==> src/rtl/velocity_bcd_encoder.sv <==
// velocity_bcd_encoder: signed fixed-point velocity to three BCD digits via iterative double-dabble
module velocity_bcd_encoder #(
  parameter int VEL_INT_W  = 4,
  parameter int VEL_FRAC_W = 6,
  parameter int DROP_W     = 3,
  parameter int OUT_W      = 7
) (
  input  logic                            i_clk,
  input  logic                            i_rst,
  input  logic                            i_start,
  input  logic [VEL_INT_W+VEL_FRAC_W-1:0] i_velocity,
  output logic                            o_busy,
  output logic                            o_valid,
  output logic [3:0]                      o_hundred,
  output logic [3:0]                      o_ten,
  output logic [3:0]                      o_one,
  output logic                            o_blank_hun,
  output logic                            o_blank_ten,
  output logic                            o_negative
);
  localparam int W  = VEL_INT_W + VEL_FRAC_W;
  localparam int SW = W + 1 - DROP_W;
  localparam logic [SW-1:0] DISP_MAX = SW'((1 << OUT_W) - 1);
  typedef enum logic [1:0] {IDLE, CONV, DONE} state_t;
  state_t state, state_n;
  logic [W:0] ext, mag;
  logic [SW-1:0] shifted;
  logic [OUT_W-1:0] disp, sr;
  logic [11:0] bcd, bcd_adj;
  logic [11+OUT_W:0] step;
  logic [3:0] cnt;
  logic neg, nz;
  // magnitude, drop, saturate, and the add-3 correction for the next shift
  always_comb begin
    ext     = {i_velocity[W-1], i_velocity};
    mag     = i_velocity[W-1] ? ~ext + 1'b1 : ext;
    shifted = SW'(mag >> DROP_W);
    disp    = shifted > DISP_MAX ? '1 : shifted[OUT_W-1:0];
    bcd_adj[11:8] = bcd[11:8] >= 4'd5 ? bcd[11:8] + 4'd3 : bcd[11:8];
    bcd_adj[7:4]  = bcd[7:4]  >= 4'd5 ? bcd[7:4]  + 4'd3 : bcd[7:4];
    bcd_adj[3:0]  = bcd[3:0]  >= 4'd5 ? bcd[3:0]  + 4'd3 : bcd[3:0];
    step    = {bcd_adj, sr} << 1;
  end
  // next state: IDLE -> CONV for OUT_W steps -> DONE -> IDLE
  always_comb begin
    state_n = state == IDLE ? (i_start ? CONV : IDLE)
            : state == CONV ? (cnt == 4'(OUT_W - 1) ? DONE : CONV)
            : IDLE;
  end
  // state register, conversion datapath and registered outputs
  always_ff @(posedge i_clk) begin
    if (i_rst) begin
      state       <= IDLE;
      sr          <= '0;
      bcd         <= '0;
      cnt         <= '0;
      neg         <= 1'b0;
      nz          <= 1'b0;
      o_valid     <= 1'b0;
      o_hundred   <= '0;
      o_ten       <= '0;
      o_one       <= '0;
      o_blank_hun <= 1'b1;
      o_blank_ten <= 1'b1;
      o_negative  <= 1'b0;
    end else begin
      state   <= state_n;
      o_valid <= 1'b0;
      if (state == IDLE && i_start) begin
        sr  <= disp;
        bcd <= '0;
        cnt <= '0;
        neg <= i_velocity[W-1];
        nz  <= disp != '0;
      end else if (state == CONV) begin
        {bcd, sr} <= step;
        cnt       <= cnt + 4'd1;
      end else if (state == DONE) begin
        o_hundred   <= bcd[11:8];
        o_ten       <= bcd[7:4];
        o_one       <= bcd[3:0];
        o_blank_hun <= bcd[11:8] == 4'd0;
        o_blank_ten <= bcd[11:4] == 8'd0;
        o_negative  <= neg && nz;
        o_valid     <= 1'b1;
      end
    end
  end
  assign o_busy = state != IDLE;
endmodule

==> config.mk <==
export PLATFORM = sky130hd
export DESIGN_NAME = velocity_bcd_encoder
export DESIGN_NICKNAME = d
export VERILOG_FILES = /design/src/rtl/velocity_bcd_encoder.sv
export SDC_FILE = /design/constraint.sdc
export NUM_CORES = 1
export LEC_CHECK = 0
export CAP_MARGIN = 20
export CORE_AREA = 2 2 66 68
export DETAILED_ROUTE_END_ITERATION = 10
export DIE_AREA = 0 0 68 70
export PLACE_DENSITY = 0.75
export SYNTH_ARGS = -nofsm -noshare
export SYNTH_HDL_FRONTEND = slang
export SYNTH_SLANG_ARGS = --single-unit
==> constraint.sdc <==
create_clock -name i_clk -period 2.4 [get_ports i_clk]
set_clock_uncertainty 0.15 [all_clocks]
set_input_delay 0.6 -clock i_clk [delete_from_list [all_inputs] [get_ports i_clk]]
set_output_delay 0.6 -clock i_clk [all_outputs]
set_load 0.005 [all_outputs]
## Word level (Yosys, flattened, before mapping)

Index checks and enable logic that the tools add are counted.

| storage, ports and cells | value |
|---|---|
| bits in registers | 43 |
| word-level logic and storage cells | 51 |

| operators by class | value |
|---|---|
| add/subtract/negate cells | 5 |
| magnitude comparators | 4 |
| equality and inequality tests | 3 |
| multiplexer cells | 12 |
| bitwise operators | 3 |
| reductions and logical operators | 11 |

Operator list:

| operator | number |
|---|---|
| $mux W7 | 3 |
| $ge A4 B3 Y1 const B | 3 |
| $add A11 B1 Y11 const B | 1 |
| $mux W11 | 1 |
| $not A11 Y11 | 1 |
| $add A4 B2 Y4 const B | 2 |
| $gt A8 B7 Y1 const B | 1 |
| $logic_not A8 Y1 | 1 |
| $mux W4 | 2 |
| $reduce_bool A7 Y1 | 1 |
| $mux W2 | 3 |
| $add A4 B1 Y4 const B | 1 |
| $eq A4 B3 Y1 const B | 1 |
| $logic_not A4 Y1 | 1 |
| $reduce_bool A2 Y1 | 2 |
| $add A3 B2 Y3 const B | 1 |
| $mux W3 | 1 |
| $reduce_and A3 Y1 | 1 |
| $reduce_or A3 Y1 | 1 |
| $eq A2 B1 Y1 const B | 1 |
| $eq A2 B2 Y1 const B | 1 |
| $logic_and A1 B1 Y1 | 2 |
| $logic_not A2 Y1 | 1 |
| $mux W1 | 2 |
| other kinds (2) | 3 |

## Longest topological paths before layout

Gate-level depths: netlist (run 1).

| depth | value |
|---|---|
| depth in word-level cells | 6 |
| mapped depth | 7 |
| gate-level depth less buffers | 7 |

## Least setup slack after synthesis (run 1)

No wires, ideal clock.

| timing | value |
|---|---|
| path kind | input to register |
| start | in i_velocity[3] |
| end | reg nz |
| setup time | 0.131 ns |
| data arrival time | 1.863 ns |
| data required time | 2.119 ns |
| slack | 0.256 ns |
| stages on the path | 5 |
| path buffers | 0 |
| cell sequence | or4_4 o41ai_2 a2bb2oi_1 a2111oi_1 nor3_1 |

| between the ends | value |
|---|---|
| word-level cells in the longest chain between the ends | 6 |

RTL lines:

| element | RTL line | text |
|---|---|---|
| start, declared | 11 | `input logic [VEL_INT_W+VEL_FRAC_W-1:0] i_velocity,` |
| $not A11 Y11 | 36 | `mag = i_velocity[W-1] ? ~ext + 1'b1 : ext;` |
| $add A11 B1 Y11 | 36 |  |
| $mux W11 (*) | 36 |  |
| $gt A8 B7 Y1 | 38 | `disp = shifted > DISP_MAX ? '1 : shifted[OUT_W-1:0];` |
| $mux W7 (*) | 38 |  |
| $reduce_bool A7 Y1 (*) | 74 | `nz <= disp != '0;` |
| end signal, assigned | 58 | `nz <= 1'b0;` |
| end signal, assigned | 74 |  |
| end, declared | 32 | `logic neg, nz;` |

Every way passes the cells marked *; elsewhere a longest branch is shown, timed or not.
A chain may end at the register's enable or synchronous reset.

## Final worst setup path (run 1)

| timing | value |
|---|---|
| start | in i_velocity[3] |
| end | reg sr[3] |

| between the ends | value |
|---|---|
| word-level cells in the longest chain between the ends | 6 |

RTL lines:

| element | RTL line | text |
|---|---|---|
| $not A11 Y11 | 36 |  |
| $add A11 B1 Y11 | 36 |  |
| $mux W11 (*) | 36 |  |
| $gt A8 B7 Y1 | 38 |  |
| $mux W7 (*) | 38 |  |
| $mux W7 (*) | 69 | `if (state == IDLE && i_start) begin` |
| end signal, assigned | 70 | `sr <= disp;` |
| end signal, assigned | 76 | `{bcd, sr} <= step;` |
| end, declared | 28 | `logic [OUT_W-1:0] disp, sr;` |

Marks and branches as above.

==> results.toml, run 1 <==
[placement]
numPortBuffers = 29
dpl_cell_area_sq_mm = 0.002485
dpl.hpwl_mm = 3.072
globalplace.congestion = 0.8365
dp.cells = 336

[critical_path]
critPathRequiredTime_ns = 2.47
crit_type = "in2reg"
max_stage_delay_ns = 0.59
worst_path_max_delay_cell = "or4_4"
crit_path_end_kind = "register"
regToRegSetupSlack_ns = 0.68
crit_chain = "clkdlybuf4s50_1 -> or4_4 -> buf_4 -> o31ai_1 -> xnor2_1 -> nand2_1 -> a31oi_1"
arrival_ns = 2.40
worstPathMaxFanout = 3
crit_path_start_kind = "input port"
timing.rr.start = "bcd[5]"
reg2reg_to = "bcd[6]"
reg2reg_depth = 7

[detailed_routing]
ant_nets = 0
drtPass1Iterations = 4
vias_per_cell = 5.305
drcViolationCount = 0
routedWlPerCell_microns = 12.40
drt_wl_total_mm = 4.267
drt_iter0_drc = 113
route.vias.total = 1825

[synthesis]
ys_warn_count = 0
synth_top_area_cell = "dfxtp_1"
synth_area_sq_mm = 0.002042
synthFlopType = "dfxtp_1"
synth_top_area_share_pct = 42.16
synth_common_cells = "nand2_1, dfxtp_1, a21oi_1, nor2_1, clkbuf_1"
yosysMostFrequentCell = "nand2_1"
ys_top_cells_by_area = "dfxtp_1, nand2_1, a21oi_1"
synth.ff_latch_count = 43
synth_seq_area_share_pct = 42.16
synth_cell_types = 37
syn-mean-instance-area_sq_um = 8.103
syn_nets = 274
synth_edf_count = 0
async_reset_ff_share_pct = 0
synthesis.instances = 252

[min_path]
hold_depth = 2
hp-start = "o_negative"
whs_endpoint = "o_negative"
hold_class = "reg2reg"

[power_and_ir_drop]
max-vdd-ir-drop_mv = 0.2953
power_leakage_nw = 0.9619
power.total_mw = 1.485
pwr_density_cell_mw_per_mm2 = 568.3

[global_routing]
grt_pass1_vias = 1615
overflow = 0
antenna_found_initial = 0
grt_max_degree = 28
track_usage_pct = 18.92
grt_first_pass_wirelength_mm = 7.113

[clock_tree]
cts_buffers = 5
clkTransAtPathRegs_ns = 0.08
clock-sinks = 43
clk_latency_ns = 0.29
cts-root-buf = "clkbuf_8"
cts_tree = "yes"
cts.path.max_buffers = 2
htree_levels = 2
cts_setup_buffers = 0

[final_layout]
drive_gt1_share_pct = 10.27
nets = 313
final_cells = 344
area.growth.synth_to_final_pct = 28.00
design_area_sq_mm = 0.002614
fillers = 372
diodes = 0

[floorplan]
rows = 24
dieWidth_microns = 68
chipHeight_microns = 70
dieArea_sq_mm = 0.004760
io_pins = 30
core_sq_mm = 0.004144
start_util_pct = 49.28

[sta]
setup_viol = 0
fin_setup_tns_ns = 0
tightest_slew_ns = 0.7711
fin_crit_sh_pct = 97.07
slew_viol_final = 0
rsz0062_at_grt = "no"
hold_viol_final = 0
timing.fmax_mhz = 429.3
fin_crit_ns = 2.330
hold_slack_ns = 0.3021
max_slew_margin_pct = 48.59

[job]
cap_violations = 0

[status]
status = "complete, no violations"
==> worst max-delay path, delay by kind of cell <==
kind,cells,cell delay (ns)
and+or+nand+nor,2,0.65
buffers and inverters,2,0.61
AOI/OAI and AO/OA,2,0.39
xor gates and xnor gates,1,0.15
==> metal layers <==
metal	wire, microns	GRT usage, %	vias up
met4	25	3.333	0
met3	122	4.831	3
met5	0	0	-
met2	2202	32.25	25
met1	1918	23.91	864
li1	-	-	933
==> power by group <==
| group | internal, mW | total (mW) | leakage [nW] | switching (mW) |
|---|---|---|---|---|
| clock | 0.337 | 0.578 | 0.0612 | 0.242 |
| combinational | 0.0783 | 0.167 | 0.552 | 0.0890 |
| sequential | 0.729 | 0.740 | 0.348 | 0.0112 |
| total | 1.14 | 1.49 | 0.962 | 0.342 |
==> cells in the final DEF (no fill, tap or decap), types with 2 or more instances in the layout <==
| cell type | instances |
|---|---|
| nor2b_1 | 2 |
| nor3_1 | 3 |
| dfxtp_1 | 43 |
| a21oi_1 | 34 |
| a22oi_1 | 3 |
| ha_1 | 9 |
| nand2b_1 | 6 |
| clkdlybuf4s50_1 | 29 |
| o21ai_0 | 5 |
| inv_1 | 8 |
| and2_1 | 4 |
| o31ai_1 | 2 |
| xor2_1 | 4 |
| nor2_1 | 17 |
| nand3_1 | 10 |
| buf_4 | 16 |
| xnor2_1 | 8 |
| o21ai_1 | 2 |
| mux2i_1 | 3 |
| a211oi_1 | 3 |
| a31oi_1 | 3 |
| nand2_1 | 53 |
| clkbuf_8 | 6 |
==> worst max-delay path by stage <==
stage                        startpoint     to  slack, ns  depth (start not counted)
final                     i_velocity[3]  sr[3]       0.07                          7
after global routing      i_velocity[3]     nz      0.007                          7
after floorplan           i_velocity[3]     nz       0.26                          5
after global placement    i_velocity[3]     nz      -0.20                          6
after detailed placement  i_velocity[3]     nz      -0.24                          6
after CTS                 i_velocity[3]  sr[4]       0.05                          7
==> cell type report <==
type / count / area (sq um) / area share (%)
clock buffer: 6 / 82.58 / 3.159
clock inverter: 2 / 35.03 / 1.340
inverter: 8 / 30.03 / 1.149
multi-input combinational: 187 / 1110 / 42.46
sequential: 43 / 860.8 / 32.93
tap: 52 / 65.06 / 2.489
timing repair buffer: 46 / 430.4 / 16.47
==> sequential cells by signal, indices dropped and copies added, names as in the netlist, 2 cells and up <==
register,count
o_ten,4
o_one,4
state,2
bcd,12
o_hundred,4
sr,7
cnt,4
==> stage by stage <==
step	utilization [%]	setup WS [ns]
2_1_floorplan	-	0.2561
3_3_place_gp	59.96	-0.2047
3_5_place_dp	59.96	-0.2398
4_1_cts	62.80	0.04691
5_1_grt	63.07	0.007131
6_report	63.07	0.07035
==> kinds of logic (layout without fill, tap and decap cells) <==
group	count (synthesis)	in the layout	synth area share, %
XOR/XNOR	12	12	5.147
AND/OR/NAND/NOR	104	104	23.90
AO/OA/AOI/OAI	59	59	17.77
multiplexers	3	3	1.471
buffers and inverters	22	62	4.044
adder cells (fa/ha/maj)	9	9	5.515
flip-flops	43	43	42.16
==> repair_timing <==
item,in CTS,in global routing
resized for setup,0,1
endpoints found under the setup margin,0,1
endpoints found under the hold margin,0,0
hold buffers,0,0
No activity file was read; power rests on OpenSTA's default activity.
==> inputs of run 2 (changes only) <==
Settings changed: CORE_AREA 2 2 66 68 to 2 2 64 66, CTS_BUF_LIST from default to sky130_fd_sc_hd__clkbuf_8, DIE_AREA 0 0 68 70 to 0 0 66 68, PLACE_DENSITY 0.75 to 0.79.
==> run 2 against run 1 <==
- die area fell by 5.7%
- hold slack improved by 0.0019 ns
- critical path depth did not move
- fmax rose by 0.71%
- sequential cell count did not move
- clock power fell by 25%
==> results.toml, run 2 (synthesis gave the netlist of run 1 again) <==
[final_layout]
area.growth.synth_to_final_pct = 25.98
diodes = 0
drive_gt1_share_pct = 9.622
largest_register = "bcd"
layout_common_cells = "nand2_1, dfxtp_1, a21oi_1"
nets = 312
finalCoreUtilization_pct = 66.71
fillers = 320
largest_reg_flops = 12
reg_top3 = "bcd x12, sr x7"
layout_commonest_cell = "nand2_1"

[detailed_routing]
ant_nets = 0
drcViolationCount = 0
drt_iter0_drc = 125
drt_wl_total_mm = 4.237
route.vias.total = 1827
routedWlPerCell_microns = 12.43
vias_per_cell = 5.358
drtPass1Iterations = 4

[clock_tree]
htree_levels = 2
cts.path.max_buffers = 2
cts_buffers = 5
clk_latency_ns = 0.30
clkTransAtPathRegs_ns = 0.08
cts_tree = "yes"
clock-sinks = 43
cts-root-buf = "clkbuf_8"
cts_setup_buffers = 0

[sta]
slew_viol_final = 0
hold_viol_final = 0
fin_crit_ns = 2.313
hold_slack_ns = 0.3041
rsz0062_at_grt = "no"
fin_crit_sh_pct = 96.38
fin_setup_tns_ns = 0
tightest_slew_ns = 0.6980
timing.fmax_mhz = 432.3
worst_slack_ns = 0.08689
setup_viol = 0
max_slew_margin_pct = 53.47

[global_routing]
track_usage_pct = 19.47
grt_first_pass_wirelength_mm = 6.665
grt_pass1_vias = 1537
grt_max_degree = 28
antenna_found_initial = 0
overflow = 0

[critical_path]
critPathRequiredTime_ns = 2.47
crit_path_start_kind = "input port"
endpoint = "sr[4]"
critPathBufInv = 2
timing.rr.start = "bcd[1]"
crit_type = "in2reg"
crit_cells = 7
worstPathMaxFanout = 3
crit_chain = "clkdlybuf4s50_1 -> or4_4 -> o41ai_4 -> buf_4 -> xnor2_1 -> nand2_1 -> a31oi_1"
regToRegSetupSlack_ns = 0.68
arrival_ns = 2.39
max_stage_delay_ns = 0.60
worst_path_max_delay_cell = "or4_4"
crit_family = "simple AND/OR/NAND/NOR gates"
reg2reg_to = "bcd[2]"
reg2reg_depth = 7
crit_path_end_kind = "register"
crit_start = "i_velocity[3]"

[min_path]
hold_class = "reg2reg"

[floorplan]
io_pins = 30
dieArea_sq_mm = 0.004488
core_sq_mm = 0.003856
rows = 23
dieWidth_microns = 66
start_util_pct = 52.95
chipHeight_microns = 68

[power_and_ir_drop]
power_leakage_nw = 0.9477
pwr_density_cell_mw_per_mm2 = 520.5
max-vdd-ir-drop_mv = 0.3477

[placement]
post-place-ws_ns = -0.2629
globalplace.congestion = 0.8428
dpl.hpwl_mm = 3.036
numPortBuffers = 29

[status]
status = "complete, no violations"

[job]
cap_violations = 0
-- run 2: changes by cell type in the layout (fill, tap and decap cells not counted) --
cell,previous run,this run
buf_4,16,15
o31ai_1,2,1
inv_1,8,10
o31ai_2,0,1
clkbuf_8,6,5
bufinv_16,1,0
-- run 2: how the worst min path moves through the flow --
| stage | slack, ns | to | cells after the start | start |
|---|---|---|---|---|
| 6_report | 0.30 | o_one[3] | 2 | o_one[3] |
| 5_1_grt | 0.32 | o_hundred[0] | 2 | o_hundred[0] |
| 4_1_cts | 0.31 | o_hundred[0] | 2 | o_hundred[0] |
| 3_5_place_dp | 0.30 | o_hundred[0] | 2 | o_hundred[0] |
| 3_3_place_gp | 0.29 | o_ten[3] | 2 | o_ten[3] |
| 2_1_floorplan | 0.28 | bcd[0] | 2 | sr[6] |
-- run 2: per-layer routing --
layer / GRT usage (%) / share of wire [%] / vias to the layer above
met2: 34.34 / 49 / 42
met5: 0 / 0 / -
met1: 23.17 / 46 / 851
li1: - / - / 929
met4: 5.867 / 0.94 / 0
met3: 5.428 / 4.2 / 5
-- run 2: worst reg2reg max path, delay by kind of cell (launching register included) --
family / cells / cell delay (ns)
compound gates: 3 / 0.54
flops: 1 / 0.40
simple gates: 2 / 0.30
fa+ha+maj: 1 / 0.18
buf+inv: 1 / 0.09
-- run 2: through the flow --
stage	power (mW)	instances	instance area [sq um]
floorplan	0.8461	252	2042
global placement	0.9155	333	2475
detailed placement	0.9190	333	2475
CTS	1.346	341	2556
global route	1.396	341	2572
finish	1.339	341	2572
-- run 2: timing repair --
action	CTS	global route
endpoints found under the setup margin	0	2
hold buffers	0	0
endpoints found under the hold margin	0	0
resized for setup	0	2
-- run 2: report_power, final --
part,switching [mW],internal (mW)
registers,0.0112,0.729
logic,0.0895,0.0773
clock network,0.236,0.196
-- run 2: area by class of cell --
type | count | area, sq um | area share (%)
Sequential cell | 43 | 860.8 | 33.46
Tap cell | 50 | 62.56 | 2.432
Multi-Input combinational cell | 187 | 1115 | 43.34
Clock buffer | 5 | 68.82 | 2.675
Inverter | 8 | 30.03 | 1.167
Clock inverter | 3 | 12.51 | 0.4864
Timing Repair Buffer | 45 | 422.9 | 16.44
==> RTL change (config.mk and constraints of run 1) <==
Re-encode `state_t` (3 states) as one-hot, 3 bits wide.
--- a/src/rtl/velocity_bcd_encoder.sv
+++ b/src/rtl/velocity_bcd_encoder.sv
@@ -23,3 +23,3 @@
   localparam logic [SW-1:0] DISP_MAX = SW'((1 << OUT_W) - 1);
-  typedef enum logic [1:0] {IDLE, CONV, DONE} state_t;
+  typedef enum logic [2:0] {IDLE = 3'b001, CONV = 3'b010, DONE = 3'b100} state_t;
   state_t state, state_n;
Function: no difference found for any inputs over 10 cycles, from zero or initial values and one cycle with i_rst high; not proved beyond that.
==> RTL change against run 1 <==
  * Sequential cell count is 1 higher
  * Highest routed layer unchanged
  * Synthesized area is 0.25% lower
  * Worst setup slack better by 0.12 ns
  * Wire length is 6.0% lower
  * Global-route usage is 0.53 points lower
  * Synthesized cell count is 0.79% lower
  * Final area is 2.0% lower
  * Total power hardly changed
==> RTL change: results (changes against run 1) <==
clock-root-buffer: "clkbuf_8"
viasPerCell: 5.15  # -3.0%
synth_warnings: 0  # unchanged
timing.rr.start: "bcd[5]"
top_regs: "bcd x12, sr x7"
routedWlPerCell_um: 11.9  # -4.4%
rrSetupSlack_ns: 0.64  # -0.04 ns
routed_wl_um: 4010  # -6.0%
n_antenna_cell: 0  # unchanged
postCtsResizedCells: 0  # unchanged
crit_fanout: 3  # unchanged
nets: 307  # -1.9%
htree_levels: 2  # unchanged
antenna_found_initial: 0  # unchanged
status: "complete, no violations"
worst_pin_slew_ns: 0.685  # -0.0864 ns
peakVddDrop_mv: 0.299  # +1.2%
hpwl_um: 2840  # -7.6%
ys_top_cells_by_area: "dfxtp_1 43%, nand2_1 10%, a21oi_1 7.1%"
grt_pass1_wl_um: 6890  # -3.2%
clockBufferDepth: 2  # unchanged
cp.arrival_ns: 2.26  # -0.14 ns
hold_path_depth: 2  # unchanged
path_clk_slew_ns: 0.09
whs_endpoint: "o_hundred[1]"
grt_max_degree: 22  # -21%
synth.distinct_cells: 40  # +8.1%
ff2ff_path_depth: 7  # unchanged
power.leakage_nw: 0.917  # -4.6%
post-cts-setup-buffer-count: 0  # unchanged
clkLatencyLatePin_ns: 0.29  # about the same
seq_area_frac_synth: 0.432  # +0.0109
syn_nets: 272  # -0.73%
io_buffers: 29  # unchanged
gr-usage-all-layers: 0.184  # -0.00529
hp-start: "o_hundred[1]"
drive_gt1_frac: 0.0979  # -0.00484
drtIter0Drc: 123  # +8.8%
placed_cells: 330  # -1.8%
first_pass_iters: 4  # unchanged
grt_pass1_vias: 1559  # -3.5%
synthTopCellsByCount: "55 x nand2_1, 44 x dfxtp_1, 29 x a21oi_1"
synthFlopType: "dfxtp_1"
place_congestion: 0.836  # -0.12%
synth-async-reset-ratio: 0  # unchanged
post-place-ws_ns: -0.0944  # +0.145 ns
syn_avg_cell_area_um2: 8.15  # +0.55%
## RTL change: cell types whose count changed after synthesis, sizes merged, moves of 4 or more
cell	delta
a21oi	-5
a311oi	+4
nand3	-5
nor2	+4
## RTL change: layout make-up
cell class	instances	area, µm²
clock buffer	6	82.6
sequential	44	881
timing repair buffer	42	388
tap	52	65.1
multi-input combinational	185	1080
clock inverter	2	38.8
fill	389	1580
inverter	7	26.3
## RTL change: cells by family (layout without fill, tap and decap cells)
family | Yosys count | after routing | share of synthesized area
and+or+nand+nor | 106 | 106 | 0.245
AOI/OAI and AO/OA | 54 | 54 | 0.157
DFF | 44 | 44 | 0.432
buffers and inverters | 21 | 57 | 0.0393
xor gates and xnor gates | 13 | 13 | 0.0559
adders and majority gates | 9 | 9 | 0.0553
muxes | 3 | 3 | 0.0147
## RTL change: power breakdown
group / total [mW] / internal (mW) / switching [mW] / leakage, nW
combinational: 0.134 / 0.0667 / 0.0671 / 0.499
sequential: 0.759 / 0.747 / 0.0114 / 0.357
clock: 0.593 / 0.340 / 0.253 / 0.0614
## RTL change: metrics by stage
step / TNS, ns / util / hold slack, ns / cell area, µm²
floorplan: 0 / - / 0.283 / 2040
global placement: -0.132 / 0.589 / 0.292 / 2440
CTS: 0 / 0.618 / 0.311 / 2560
detailed placement: -0.271 / 0.589 / 0.298 / 2440
finish: 0 / 0.618 / 0.306 / 2560
global route: 0 / 0.618 / 0.328 / 2560
## RTL change: how the worst max path moves through the flow
stage                        startpoint  endpoint  slack (ns)  cells after the start
after floorplan           i_velocity[4]     sr[5]        0.40                      5
after global placement    i_velocity[4]     sr[5]       -0.07                      6
after detailed placement  i_velocity[4]     sr[6]       -0.09                      6
after CTS                 i_velocity[4]     sr[6]        0.20                      6
after global routing      i_velocity[4]     sr[6]        0.04                      6
final                     i_velocity[4]     sr[6]        0.19                      6
## RTL change: critical path, stage by stage
cell	delay, ns
clkdlybuf4s50_1	0.42
or4_4	0.55
or2_4	0.25
nor4b_2	0.22
nor2_1	0.09
nor4_2	0.14
## RTL change: routing by layer
| layer | global-route usage | vias up | part of all wire |
|---|---|---|---|
| met5 | 0 | - | 0 |
| met4 | 0.0622 | 0 | 0.0090 |
| met3 | 0.0435 | 2 | 0.037 |
| met2 | 0.272 | 29 | 0.46 |
| met1 | 0.260 | 796 | 0.49 |
| li1 | - | 913 | - |
